## config.mk

```make
export PLATFORM = sky130hd
export DESIGN_NAME = fetch_stage_flat
export DESIGN_NICKNAME = d
export VERILOG_FILES = /design/src/rtl/fetch_stage_pkg.sv /design/src/rtl/fetch_stage_if.sv /design/src/rtl/fetch_perf_counters.sv /design/src/rtl/fetch_stage.sv /design/src/flat_wrapper.sv
export SDC_FILE = /design/constraint.sdc
export NUM_CORES = 1
export LEC_CHECK = 0
export ABC_AREA = 1
export CORE_MARGIN = 4
export CORE_UTILIZATION = 25
export DETAILED_ROUTE_END_ITERATION = 10
export GPL_TIMING_DRIVEN = 0
export PLACE_DENSITY = 0.53
export SLEW_MARGIN = 40
export SYNTH_ARGS = -nofsm -noshare
export SYNTH_HDL_FRONTEND = slang
export SYNTH_SLANG_ARGS = --single-unit
```

## constraint.sdc

```tcl
create_clock -name clk -period 1.6 [get_ports clk]
set_input_delay 0.32 -clock clk [delete_from_list [all_inputs] [get_ports clk]]
set_output_delay 0.32 -clock clk [all_outputs]
set_load 0.01 [all_outputs]
```

## src/rtl/fetch_stage_pkg.sv

```systemverilog
// Shared pipeline package: fetch FSM states, instruction constants and PC helper.
package fetch_stage_pkg;

  localparam int INSTR_W = 16;

  localparam logic [INSTR_W-1:0] RESET_PC    = 16'h0000;
  localparam logic [INSTR_W-1:0] NOP_INSTR   = 16'h0000;
  localparam logic [3:0]         HALT_OPCODE = 4'hF;

  typedef enum logic [1:0] {
    ST_BOOT = 2'd0,
    ST_RUN  = 2'd1,
    ST_HALT = 2'd2
  } fetch_state_e;

  // Next sequential fetch address; wraps modulo 2^16 and keeps bit 0 clear.
  function automatic logic [INSTR_W-1:0] next_pc(input logic [INSTR_W-1:0] pc);
    return (pc + 16'd2) & 16'hFFFE;
  endfunction

endpackage

```

## src/rtl/fetch_stage_if.sv

```systemverilog
// Fetch-stage bus: hazard/branch controls in, instruction memory, IF/ID register out.
interface fetch_stage_if;
  import fetch_stage_pkg::*;

  logic               stall;
  logic               flush;
  logic [INSTR_W-1:0] target;
  logic [INSTR_W-1:0] imem_addr;
  logic [INSTR_W-1:0] imem_rdata;
  logic [INSTR_W-1:0] if_id_instr;
  logic [INSTR_W-1:0] if_id_pc2;
  logic               if_id_valid;
  logic               halted;

  // The fetch stage itself.
  modport master (
    input  stall, flush, target, imem_rdata,
    output imem_addr, if_id_instr, if_id_pc2, if_id_valid, halted
  );

  // Surrounding pipeline / memory.
  modport slave (
    output stall, flush, target, imem_rdata,
    input  imem_addr, if_id_instr, if_id_pc2, if_id_valid, halted
  );

endinterface

```

## src/rtl/fetch_perf_counters.sv

```systemverilog
// Saturating flush/stall event counters for the fetch stage.
module fetch_perf_counters (
  input  logic        clk,
  input  logic        rst,
  input  logic        count_flush,
  input  logic        count_stall,
  output logic [15:0] flush_cnt,
  output logic [15:0] stall_cnt
);

  logic [15:0] flush_cnt_q, flush_cnt_d;
  logic [15:0] stall_cnt_q, stall_cnt_d;

  // Increment on event, pinning at all-ones instead of wrapping.
  always_comb begin
    flush_cnt_d = flush_cnt_q;
    stall_cnt_d = stall_cnt_q;
    if (count_flush && (flush_cnt_q != 16'hFFFF)) flush_cnt_d = flush_cnt_q + 16'd1;
    if (count_stall && (stall_cnt_q != 16'hFFFF)) stall_cnt_d = stall_cnt_q + 16'd1;
  end

  // Counter registers, cleared by reset.
  always_ff @(posedge clk) begin
    if (rst) begin
      flush_cnt_q <= 16'h0000;
      stall_cnt_q <= 16'h0000;
    end else begin
      flush_cnt_q <= flush_cnt_d;
      stall_cnt_q <= stall_cnt_d;
    end
  end

  assign flush_cnt = flush_cnt_q;
  assign stall_cnt = stall_cnt_q;

endmodule

```

## src/rtl/fetch_stage.sv

```systemverilog
// Instruction-fetch stage: PC, imem address, IF/ID register, HALT handling.
// Optional feature macro: FETCH_PERF_CNT_EN adds flush_cnt/stall_cnt ports.
module fetch_stage
  import fetch_stage_pkg::*;
(
  input  logic clk,
  input  logic rst,
  fetch_stage_if.master bus
`ifdef FETCH_PERF_CNT_EN
  ,
  output logic [15:0] flush_cnt,
  output logic [15:0] stall_cnt
`endif
);

  fetch_state_e       state_q, state_d;
  logic [INSTR_W-1:0] pc_q, pc_d;
  logic [INSTR_W-1:0] instr_q, instr_d;
  logic [INSTR_W-1:0] pc2_q, pc2_d;
  logic               valid_q, valid_d;

  // Next-state and IF/ID update; flush outranks stall, stall outranks fetch.
  always_comb begin
    state_d = state_q;
    pc_d    = pc_q;
    instr_d = instr_q;
    pc2_d   = pc2_q;
    valid_d = valid_q;
    case (state_q)
      ST_BOOT: begin
        // One idle cycle after reset; nothing captured.
        state_d = ST_RUN;
      end
      ST_RUN: begin
        if (bus.flush) begin
          pc_d    = bus.target & 16'hFFFE;
          instr_d = NOP_INSTR;
          pc2_d   = 16'h0000;
          valid_d = 1'b0;
        end else if (!bus.stall) begin
          instr_d = bus.imem_rdata;
          pc2_d   = next_pc(pc_q);
          valid_d = 1'b1;
          if (bus.imem_rdata[15:12] == HALT_OPCODE) begin
            // HALT goes down the pipe; PC stays parked on it.
            state_d = ST_HALT;
          end else begin
            pc_d = next_pc(pc_q);
          end
        end
      end
      ST_HALT: begin
        if (bus.flush) begin
          // The HALT was on the wrong path: resume at the redirect target.
          state_d = ST_RUN;
          pc_d    = bus.target & 16'hFFFE;
          instr_d = NOP_INSTR;
          pc2_d   = 16'h0000;
          valid_d = 1'b0;
        end else if (!bus.stall) begin
          // Feed bubbles so the HALT is delivered exactly once.
          instr_d = NOP_INSTR;
          pc2_d   = 16'h0000;
          valid_d = 1'b0;
        end
      end
      default: state_d = ST_BOOT;
    endcase
  end

  // State and IF/ID registers with synchronous reset.
  always_ff @(posedge clk) begin
    if (rst) begin
      state_q <= ST_BOOT;
      pc_q    <= RESET_PC;
      instr_q <= NOP_INSTR;
      pc2_q   <= 16'h0000;
      valid_q <= 1'b0;
    end else begin
      state_q <= state_d;
      pc_q    <= pc_d;
      instr_q <= instr_d;
      pc2_q   <= pc2_d;
      valid_q <= valid_d;
    end
  end

  assign bus.imem_addr   = pc_q;
  assign bus.if_id_instr = instr_q;
  assign bus.if_id_pc2   = pc2_q;
  assign bus.if_id_valid = valid_q;
  assign bus.halted      = (state_q == ST_HALT);

`ifdef FETCH_PERF_CNT_EN
  logic count_flush;
  logic count_stall;

  assign count_flush = bus.flush && (state_q != ST_BOOT);
  assign count_stall = bus.stall && !bus.flush;

  fetch_perf_counters u_perf (
    .clk         (clk),
    .rst         (rst),
    .count_flush (count_flush),
    .count_stall (count_stall),
    .flush_cnt   (flush_cnt),
    .stall_cnt   (stall_cnt)
  );
`endif

endmodule
```

## src/flat_wrapper.sv

```systemverilog
// flat-port wrapper written by rule: the top's interface ports become plain ports
module fetch_stage_flat import fetch_stage_pkg::*;
  (clk, rst, bus_stall, bus_flush, bus_target, bus_imem_rdata, bus_imem_addr, bus_if_id_instr, bus_if_id_pc2, bus_if_id_valid, bus_halted);
  fetch_stage_if bus_i ();
  input  logic clk;
  input  logic rst;
  input wire logic [$bits(bus_i.stall)-1:0] bus_stall;
  input wire logic [$bits(bus_i.flush)-1:0] bus_flush;
  input wire logic [$bits(bus_i.target)-1:0] bus_target;
  input wire logic [$bits(bus_i.imem_rdata)-1:0] bus_imem_rdata;
  output wire logic [$bits(bus_i.imem_addr)-1:0] bus_imem_addr;
  output wire logic [$bits(bus_i.if_id_instr)-1:0] bus_if_id_instr;
  output wire logic [$bits(bus_i.if_id_pc2)-1:0] bus_if_id_pc2;
  output wire logic [$bits(bus_i.if_id_valid)-1:0] bus_if_id_valid;
  output wire logic [$bits(bus_i.halted)-1:0] bus_halted;
  assign bus_i.stall = bus_stall;
  assign bus_i.flush = bus_flush;
  assign bus_i.target = bus_target;
  assign bus_i.imem_rdata = bus_imem_rdata;
  assign bus_imem_addr = bus_i.imem_addr;
  assign bus_if_id_instr = bus_i.if_id_instr;
  assign bus_if_id_pc2 = bus_i.if_id_pc2;
  assign bus_if_id_valid = bus_i.if_id_valid;
  assign bus_halted = bus_i.halted;
  fetch_stage u_core (.clk(clk), .rst(rst), .bus(bus_i));
endmodule
```

; ---- After elaboration in Yosys (flattened, before gate mapping)
; Cells that the tools add are included.
[totals]
regBits = 51
inputBits = 36
out_inout_bits = 50
elab_cells = 44
[classes]
add_sub_neg = 1
n_eq_ne = 10
mux = 23
n_reduce_logical = 5
[ops]
columns = cell, count
row1 = $mux 16, 10
row2 = $pmux 16 s2, 3
row3 = $add 16x2->16 const B, 1
row4 = $ne 3x3->1 const B, 3
row5 = $mux 2, 4
row6 = $reduce_and 4->1, 2
row7 = $ne 2x2->1 const B, 3
row8 = $pmux 2 s3, 1
row9 = $eq 4x4->1 const B, 1
row10 = $mux 1, 4
row11 = $reduce_and 3->1, 1
row12 = $eq 2x1->1 const B, 1
row13 = $eq 2x2->1 const B, 1
row14 = $logic_not 2->1, 1
row15 = $ne 2x1->1 const B, 1
row16 = $pmux 1 s2, 1
row17 = $reduce_bool 2->1, 1

; ---- Longest topological paths before layout
; Gate-level depths: netlist of run 1.
[logic_depth]
depth_word = 5
mapped_depth = 10
depth_no_buf = 9

; ---- Worst setup path after synthesis of run 1
; Ideal clock, no wire load.
[synth_path]
path_type = reg-to-reg
startpoint = register u_core.state_q[0]
endpoint = register u_core.pc2_q[6] (netlist: u_core.bus.if_id_pc2[6])
setup_ps = 70
t_arrival_ps = 1439
path_slack_ps = 91
stages_incl_launch_ff = 9
path_buffers = 0
path_cell_list = dfxtp_1 inv_1 ha_1 nor2_4 inv_2 nor2_4 inv_2 or2_0 a21oi_1
[synth_between]
elab_chain_len = 3
elab_cells_between_ends = 7
[synth_lines]
columns = element, line_no
row1 = start: declaration, fetch_stage.sv:16  ; fetch_state_e state_q, state_d;
row2 = start signal: assignment, fetch_stage.sv:80  ; state_q <= state_d;
row3 = $eq 2x2->1 *, --
row4 = net bus_halted, flat_wrapper.sv:15  ; output wire logic [$bits(bus_i.halted)-1:0] bus_halted;
row5 = $ne 3x3->1 (no source line) or $reduce_bool 2->1 (tied branches), --
row6 = $reduce_and 3->1 (no source line), --
row7 = end signal: assignment, fetch_stage.sv:83  ; pc2_q <= pc2_d;
row8 = end: declaration, fetch_stage.sv:19  ; logic [INSTR_W-1:0] pc2_q, pc2_d;
; Mark *: on every way through the listed nets, which the timed path passes. The rest lies on a longest branch.
; A chain may end at the register's enable or synchronous reset.

; ---- Worst setup path in the final report of run 1
[layout_path]
startpoint = register u_core.state_q[0]
endpoint = output bus_halted
[layout_between]
elab_chain_len = 1
[layout_lines]
columns = element, line_no
row1 = $eq 2x2->1, fetch_stage.sv:92  ; assign bus.halted = (state_q == ST_HALT);
row2 = end: declaration, flat_wrapper.sv:15
; No other way between the ends.

==> results.yml, run 1 <==
outcome:
  outcome: "finished clean"
clock_tree:
  clock_tree.buffer_depth: 2
  path_clk_slew_ns: 0.09
  cts_buffers: 5
  cts_tree: "built"
  h-tree-depth: 2
  clock_sinks: 49
  root_buffer: "clkbuf_8"
  holdBufCountCts: 0
  clk_latency_ns: 0.30
yosys:
  yosysWarnings: 0
  avgSynthCellArea_um2: 7.38
  synthSimpleGateAreaFrac_pct: 30.2
  netlist_area_um2: 2470
  synth_compound_area_share_pct: 17.1
  yosys-top-cells-area: "dfxtp_1 (40%), nand2_1 (15%), a21oi_1 (9.1%), inv_1 (3.0%), nand3_1 (2.8%)"
  synth_top_family_by_area: "simple AND/OR/NAND/NOR gates"
  synthesis.instances: 335
  synth_mux_area_share_pct: 0
  yosysTopAreaCellShare_pct: 39.7
  synth_adder_area_share_pct: 2.02
  synth_xor_area_share_pct: 1.77
  yosysTopAreaCell: "dfxtp_1"
  ys_types: 36
  yosysSeqAreaShare_pct: 39.7
  ys_ff_latch: 49
worst_hold_path:
  min_path_type: "reg2reg"
cells_and_area:
  utilization_pct: 38.4
  mostFrequentLayoutCells: "nand2_1 (98), clkdlybuf4s50_1 (68), a21oi_1 (43), dfxtp_1 (35), inv_1 (18)"
  fin_nets: 470
  syn_to_final_growth_pct: 50.3
  drive_gt1_share_pct: 19.3
  final_common_cell: "nand2_1"
  insertedDiodeCount: 0
route:
  drt-initial-drc-count: 162
  vias: 2424
  finalWirelength_um: 7550
  ant_nets: 0
  firstDrtPassIters: 4
  wl_per_cell_um: 13.4
  drc: 0
  vias_per_cell: 4.31
critical_path:
  path_max_fanout: 4
  crit_arrival_ns: 1.23
  slowest_stage: "dfxtp_4"
  crit_type: "reg2out"
  critPathCaptureType: "output port"
  cp_cell_sequence: "inv_2 > ha_4 > dlygate4sd2_1"
  startpoint_type: "register"
  worst-path-buf-inv: 2
  critical-path-max-stage-delay_ns: 0.37
  required_ns: 1.28
  crit_family: "buffers and inverters"
timing:
  finalWorstSetupSlack_ns: 0.0503
  grt_setup_unrepaired: "true"
  hold_viol_final: 0
  min_period_ns: 1.55
  tns_ns: 0
  setup_viol: 0
  fmax_mhz: 645
  hold_slack_ns: 0.449
  slew_headroom_pct: 66.4
  slew_viol_final: 0
  fin_crit_sh_pct: 96.9
  worst_pin_slew_ns: 0.504
  finClkSkew_ns: 0.00936
run:
  max-cap-violations: 0
floorplanning:
  pin_count: 86
  die_w_um: 107
  rows: 36
  start_util_pct: 25.5
  die_area_um2: 11500
  core_area_um2: 9680
  die_h_um: 107
grt:
  antenna_found_initial: 0
  grt_usage_pct: 12.8
  grt_pass1_wl_um: 11800
  grt_max_degree: 14
  grt_pass1_vias: 2321
  overflow: 0
placed_design:
  dp_hpwl_um: 5730
  portBuffers: 82
  place_ws_ns: -0.325
  gp_congestion: 0.835
pwr:
  ir_worst_vdd_mv: 0.324
  power_w: 0.00308
  p_per_area_nw_per_um2: 829
  power.leakage_nw: 1.50
-- cell families (layout without fill, tap and decap cells) --
kind of cell               Yosys count  count (layout)
adders and majority gates            4               4
buffers and inverters               41             133
and+or+nand+nor                    159             159
DFF                                 49              49
xor gates and xnor gates             5               5
other                                1               2
AOI/OAI and AO/OA                   76              77
-- cells in the mapped netlist --
cell	count
xnor2_1	3
clkbuf_1	4
clkbuf_8	1
o21ai_0	14
nand3_4	1
dlygate4sd1_1	1
o21ai_2	2
nand2_2	1
inv_1	20
ha_1	4
nand3_2	3
xor2_1	2
or2_2	9
a21oi_2	6
and2_1	1
nand3b_1	1
nand3_1	14
dfxtp_1	49
buf_4	7
o22ai_1	1
nor2_2	4
nor2_1	13
nand2_1	98
conb_1	1
buf_12	1
nand2_4	1
buf_6	1
o21ai_4	1
inv_2	3
buf_1	1
inv_4	2
o21ai_1	7
nand4_1	6
nor2_4	4
a21oi_1	45
or2_0	3
-- timing repair --
item	4_1_cts	5_1_grt
cloned	0	2
endpoints found under the hold margin	0	0
pin swaps	1	3
setup endpoints to repair	56	56
setup buffers	1	3
resized for setup	24	33
-- report_power, final --
group	switching (W)	internal [W]
clock	0.000395	0.000289
sequential	0.000115	0.00134
combinational	0.000481	0.000465
-- area by class of cell --
class / instances / area (µm²)
Buffer: 15 / 133
Clock buffer: 5 / 68.8
Clock inverter: 1 / 5.00
Fill cell: 1048 / 5970
Inverter: 25 / 109
Multi-Input combinational cell: 247 / 1350
Sequential cell: 49 / 1010
Tap cell: 133 / 166
Timing Repair Buffer: 87 / 878
-- routing by layer --
metal	GRT usage (%)	part of all wire, %	wire [µm]	up-vias
met5	0	0	0	-
met1	18.0	49	3670	1085
li1	-	-	-	1278
met2	20.2	46	3500	54
met4	2.71	0.70	53	0
met3	2.76	4.3	326	7
-- final timing paths --
path / from / to / slack, ns / cells past startpoint
max: u_core.state_q[0] / bus_halted / 0.05 / 3
min: u_core.bus.if_id_pc2[3] / u_core.bus.if_id_pc2[3] / 0.45 / 2
max reg2reg: u_core.state_q[0] / u_core.bus.if_id_pc2[6] / 0.08 / 8
min reg2reg: u_core.bus.if_id_pc2[3] / u_core.bus.if_id_pc2[3] / 0.45 / 2
-- registers in the layout, summed over array words and instances, names as in the netlist --
register,flops
u_core.bus.if_id_instr,16
u_core.bus.if_id_pc2,15
u_core.bus.if_id_valid,1
u_core.bus.imem_addr,15
u_core.state_q,2
-- worst reg2reg max path, delay by kind of cell (launching register included) --
family,cells,cell delay [ns]
flip-flops,1,0.38
AND/OR/NAND/NOR,3,0.56
buffers and inverters,3,0.22
AO/OA/AOI/OAI,1,0.12
adder cells (fa/ha/maj),1,0.19
-- through the flow --
stage / area (µm²) / cells
after floorplan: 2480 / 336
after global placement: 3460 / 551
after detailed placement: 3460 / 551
after CTS: 3590 / 558
after global routing: 3720 / 562
final: 3720 / 562
(Power assumes the default switching activity.)
==> inputs of run 2 (changes only) <==
Settings changed: CORE_UTILIZATION 25 to 30, PLACE_DENSITY 0.53 to 0.61.
==> run 2 against run 1 <==
Utilization grew 8.5 points. Global-route usage grew 1.5 points. Via count grew 1.9%. Combinational power grew 1%. Critical endpoint is now bus_imem_addr[8]. Routed wire length shrank 5.7%. Sequential share of layout area is essentially flat.
==> results.yml, run 2 (synthesis results as in run 1) <==
cells_and_area:
  syn_to_final_growth_pct: 49.6
  largest_reg_flops: 16
  n_fill_cell: 804
  fin_nets: 474
  drive_gt1_share_pct: 20.0
  final_common_cell: "nand2_1"
  mostFrequentLayoutCells: "nand2_1 (98), clkdlybuf4s50_1 (69), a21oi_1 (45), dfxtp_1 (35), inv_1 (18)"
  insertedDiodeCount: 0
route:
  drt-initial-drc-count: 124
  wl_per_cell_um: 13.3
  finalWirelength_um: 7120
  vias_per_cell: 4.60
  ant_nets: 0
  vias: 2471
  firstDrtPassIters: 4
  drc: 0
critical_path:
  cp_cell_sequence: "clkdlybuf4s50_1"
  crit_type: "reg2out"
  slowest_stage: "clkdlybuf4s50_1"
  path_max_fanout: 7
  reg2reg_from: "u_core.state_q[0]"
  required_ns: 1.28
  crit_family: "buffers and inverters"
  crit_arrival_ns: 1.24
  startpoint_type: "register"
  crit_path_start: "u_core.bus.imem_addr[8]"
  critical-path-max-stage-delay_ns: 0.55
  worst-path-buf-inv: 1
  critPathCaptureType: "output port"
floorplanning:
  rows: 32
  die_h_um: 98.8
  die_w_um: 98.8
  pin_count: 86
  start_util_pct: 31.4
  die_area_um2: 9760
  core_area_um2: 7890
clock_tree:
  holdBufCountCts: 0
  clock_tree.buffer_depth: 2
  h-tree-depth: 2
  cts_tree: "built"
  clk_latency_ns: 0.30
  path_clk_slew_ns: 0.10
  cts_buffers: 5
  root_buffer: "clkbuf_8"
  clock_sinks: 49
placed_design:
  gp_congestion: 0.856
  portBuffers: 82
  dp_hpwl_um: 5450
pwr:
  power.leakage_nw: 1.51
  p_per_area_nw_per_um2: 854
  power_w: 0.00316
  ir_worst_vdd_mv: 0.356
timing:
  slew_viol_final: 0
  tns_ns: 0
  min_period_ns: 1.56
  finClkSkew_ns: 0.00468
  grt_setup_unrepaired: "true"
  fin_crit_sh_pct: 97.7
  hold_slack_ns: 0.450
  hold_viol_final: 0
  setup_viol: 0
  fmax_mhz: 640
worst_hold_path:
  min-delay-start: "u_core.bus.if_id_pc2[3]"
  min_path_type: "reg2reg"
grt:
  grt_usage_pct: 14.3
  antenna_found_initial: 0
  grt_pass1_vias: 2379
  grt_pass1_wl_um: 11500
  grt_max_degree: 17
  overflow: 0
outcome:
  outcome: "finished clean"
run:
  max-cap-violations: 0
run 2: cell count changes in the layout (fill, tap and decap cells not counted), sizes merged:
| cell | previous run | this run |
|---|---|---|
| o21ai | 25 | 24 |
| buf | 14 | 19 |
| clkinvlp | 0 | 1 |
| inv | 25 | 26 |
| clkdlybuf4s50 | 68 | 69 |
| dlymetal6s2s | 10 | 9 |
run 2: metrics by stage:
stage | area [µm²] | instances | setup slack, ns | utilization [%]
after floorplan | 2480 | 336 | 0.0909 | -
after global placement | 3430 | 520 | -0.287 | 43.4
after detailed placement | 3430 | 520 | -0.299 | 43.4
after CTS | 3540 | 529 | 0.00419 | 44.9
after global routing | 3700 | 537 | -0.0197 | 46.9
final | 3700 | 537 | 0.0369 | 46.9
run 2: final cells by class:
type                    instances  area (µm²)  area share (%)
flip-flops and latches         49        1000            27.1
well taps                     102         128            3.45
repair buffers                 92         926            25.0
clock inverters                 3        21.3           0.575
clock buffers                   5        68.8            1.86
inverters                      25         104            2.81
multi-input cells             246        1320            35.6
plain buffers                  15         133            3.58
run 2: final timing paths:
kind | endpoint | depth (start not counted) | slack [ns]
worst max-delay path | bus_imem_addr[8] | 1 | 0.04
worst min-delay path | u_core.bus.if_id_pc2[3] | 2 | 0.45
worst min register to register | u_core.bus.if_id_pc2[3] | 2 | 0.45
worst max register to register | u_core.bus.if_id_pc2[4] | 11 | 0.05
run 2: routing by layer:
| layer | vias up | part of all wire (%) | GRT usage (%) |
|---|---|---|---|
| li1 | 1288 | - | - |
| met1 | 1108 | 48 | 20.1 |
| met2 | 73 | 46 | 23.2 |
| met3 | 2 | 5.4 | 2.19 |
| met4 | 0 | 0.60 | 3.26 |
| met5 | - | 0 | 0 |
run 2: report_power, final:
| part | switching [W] | leakage, nW | internal, W |
|---|---|---|---|
| sequential | 0.000116 | 0.406 | 0.00134 |
| combinational | 0.000472 | 1.06 | 0.000489 |
| clock | 0.000436 | 0.0445 | 0.000311 |
| total | 0.00102 | 1.51 | 0.00214 |
run 2: what timing repair did:
item / CTS / global route
setup buffers: 1 / 9
pin swaps: 1 / 4
endpoints found under the setup margin: 50 / 56
gates resized for setup: 18 / 27
cloned: 0 / 0
run 2: worst register-to-register path, stage by stage, from the launching register on:
cell	delay (ns)
dfxtp_2	0.36
buf_4	0.11
ha_2	0.19
nand3_2	0.10
nand2_4	0.09
inv_4	0.05
o21ai_4	0.07
buf_12	0.14
buf_4	0.10
nor2_1	0.04
a21oi_1	0.12
nor2_1	0.05
==> edit (config.mk and constraints of run 1) <==
Set the package constant `INSTR_W` to 32 (it was 16).
--- a/src/rtl/fetch_stage_pkg.sv
+++ b/src/rtl/fetch_stage_pkg.sv
@@ -2,5 +2,5 @@
 package fetch_stage_pkg;
 
-  localparam int INSTR_W = 16;
+  localparam int INSTR_W = 32;
 
   localparam logic [INSTR_W-1:0] RESET_PC    = 16'h0000;
Interface: changed (5 resized); port bits go from 86 to 166. No check against the original RTL was run, so the function may have changed too.
==> edit against run 1 <==
Sequential cell count is 16 higher; area after synthesis is 22% higher; register-to-register slack worse by 0.04 ns; final area is 39% higher; clock skew is 0.0027 ns lower; worst setup slack worse by 0.0083 ns; routed wire length is 40% higher; highest routed layer unchanged.
Power is not compared: it rests on default switching activity, and its combinational part moved more than twofold at a synthesized area within 25%.
==> edit: results (changes against run 1) <==
| Metric | Value |
|---|---|
| R2R cell count | 9 (+1) |
| Post-route clock skew | 0.006664 ns (-0.002695 ns) |
| HPWL after DPL | 7452 um (+30%) |
| Total leakage power | 0.002252 uW |
| Crit path to | u_core.bus.if_id_pc2[8] |
| H-tree levels | 3 (+1) |
| Status | finished clean |
| Synth cell count leaders | nand2_1, a21oi_1, dfxtp_1, buf_4, o21ai_0 |
| CP Max Fanout | 8 (+4) |
| IO buf count | 114 (+39%) |
| Vias in the first global route | 3038 (+31%) |
| Worst skew pair latency | 0.33 ns (+0.03 ns) |
| Reg clk slew, reported paths | 0.06 ns (-0.03 ns) |
| Internal power | 5854 uW |
| Max reg flops | 32 (+16) |
| Initial antenna violation count | 0 (unchanged) |
| Synth Area per Inst | 7.406 sq um (+0.30%) |
| Via count | 3216 (+33%) |
| Area contributors post-synth | dfxtp_1, nand2_1, a21oi_1, buf_4, o21ai_0 |
| Crit Path Category | flip-flop to flip-flop |
| WP data arrival | 1.76 ns (+0.53 ns) |
| Layout Nets | 659 (+40%) |
| Register area share after synthesis | 0.4296 (+0.03301) |
| Yosys cell types | 23 (-36%) |
| DP Area | 4473 sq um (+29%) |
| R2R setup slack | 0.04 ns (-0.04 ns) |
| Relative slew slack | 0.6311 (-0.03278) |
| GPL Wtd Cong | 0.7814 (-6.4%) |
| GR Util All Layers | 0.1437 (+0.01551) |
| Layout cell share with drive strength beyond 1 | 0.2111 (+0.01768) |
| Global-route wire length before repair | 16160 um (+36%) |
| Largest net degree at the start of global routing | 13 (-1) |
| Dpl cells | 699 (+27%) |
| WHS Path Cells | 2 (unchanged) |
| Initial DRC count | 208 (+28%) |
| Hold crit path type | flip-flop to flip-flop |
| CTS Buffer Depth | 2 (unchanged) |
| Clock tree root driver cell | clkbuf_16 |
| Post-Route WL | 10600 um (+40%) |
| Via-per-instance ratio | 4.376 (+1.4%) |
| DRT Pass-1 Iters | 5 (+1) |
| TritonCTS Buffers | 9 (+4) |
edit: cell count changes after synthesis, moves of 5 or more:
cell / run 1 / this run
nor2_1: 13 / 18
a21oi_2: 6 / 0
buf_6: 1 / 7
o21ai_0: 14 / 32
a21oi_1: 45 / 76
nand3_1: 14 / 20
o21ai_1: 7 / 0
buf_4: 7 / 35
dfxtp_1: 49 / 65
or2_2: 9 / 2
nand2_1: 98 / 104
edit: area by class of cell:
| cell class | count | area (sq um) |
|---|---|---|
| buffer | 51 | 405.4 |
| clock buffer | 9 | 225.2 |
| inverter | 21 | 93.84 |
| tap | 143 | 178.9 |
| timing repair buffer | 134 | 1353 |
| sequential | 65 | 1311 |
| fill | 1164 | 6435 |
| timing repair inverter | 1 | 5.005 |
| multi-input combinational | 304 | 1511 |
| clock inverter | 7 | 95.09 |
edit: per-stage QoR:
step	total power [uW]	worst slack, ns	setup TNS [ns]	util
floorplan	4632	0.009191	0	-
global placement	6351	-0.4536	-23.08	0.3852
detailed placement	6381	-0.4667	-23.25	0.3852
CTS	8758	-0.01840	-0.02747	0.4236
global route	10100	-0.02540	-0.1424	0.4459
finish	9434	0.04196	0	0.4459
edit: worst max-delay path: stages, from the launching register on:
cell and delay [ns]:
dfxtp_4 0.36, inv_4 0.08, ha_4 0.17, inv_4 0.05, nor2_4 0.16, a21oi_4 0.08, buf_12 0.15, buf_4 0.13
o21ai_0 0.18, a21oi_1 0.06
edit: logic make-up (layout without fill, tap and decap cells):
logic type	count (synthesis)	after routing	synth area share
xor+xnor	2	2	0.005784
compound gates	110	110	0.1863
buf+inv	73	223	0.1524
simple gates	154	154	0.2082
other cells	1	34	0.001238
fa+ha+maj	4	4	0.01652
flops	65	65	0.4296
edit: timing repair:
action | CTS | global route
endpoints found under the hold margin | 0 | 0
buffers inserted | 12 | 4
endpoints found under the setup margin | 75 | 70
gates resized for setup | 30 | 59
cloned | 1 | 4
pin swaps | 3 | 9
edit: per-layer routing:
metal | vias to the layer above | global-route usage | part of all wire
met3 | 6 | 0.05622 | 0.077
met5 | - | 0 | 0
li1 | 1641 | - | -
met2 | 128 | 0.2283 | 0.47
met1 | 1441 | 0.1846 | 0.45
met4 | 0 | 0.03077 | 0.0058
edit: how the worst min path moves through the flow:
stage | startpoint | to | slack (ns)
6_report | u_core.bus.if_id_instr[10] | u_core.bus.if_id_instr[10] | 0.45
5_1_grt | u_core.bus.if_id_instr[10] | u_core.bus.if_id_instr[10] | 0.48
4_1_cts | u_core.bus.if_id_instr[10] | u_core.bus.if_id_instr[10] | 0.46
3_5_place_dp | u_core.bus.if_id_instr[10] | u_core.bus.if_id_instr[10] | 0.45
3_3_place_gp | u_core.bus.if_id_instr[3] | u_core.bus.if_id_instr[3] | 0.45
2_1_floorplan | bus_imem_rdata[0] | u_core.bus.if_id_instr[0] | 0.47
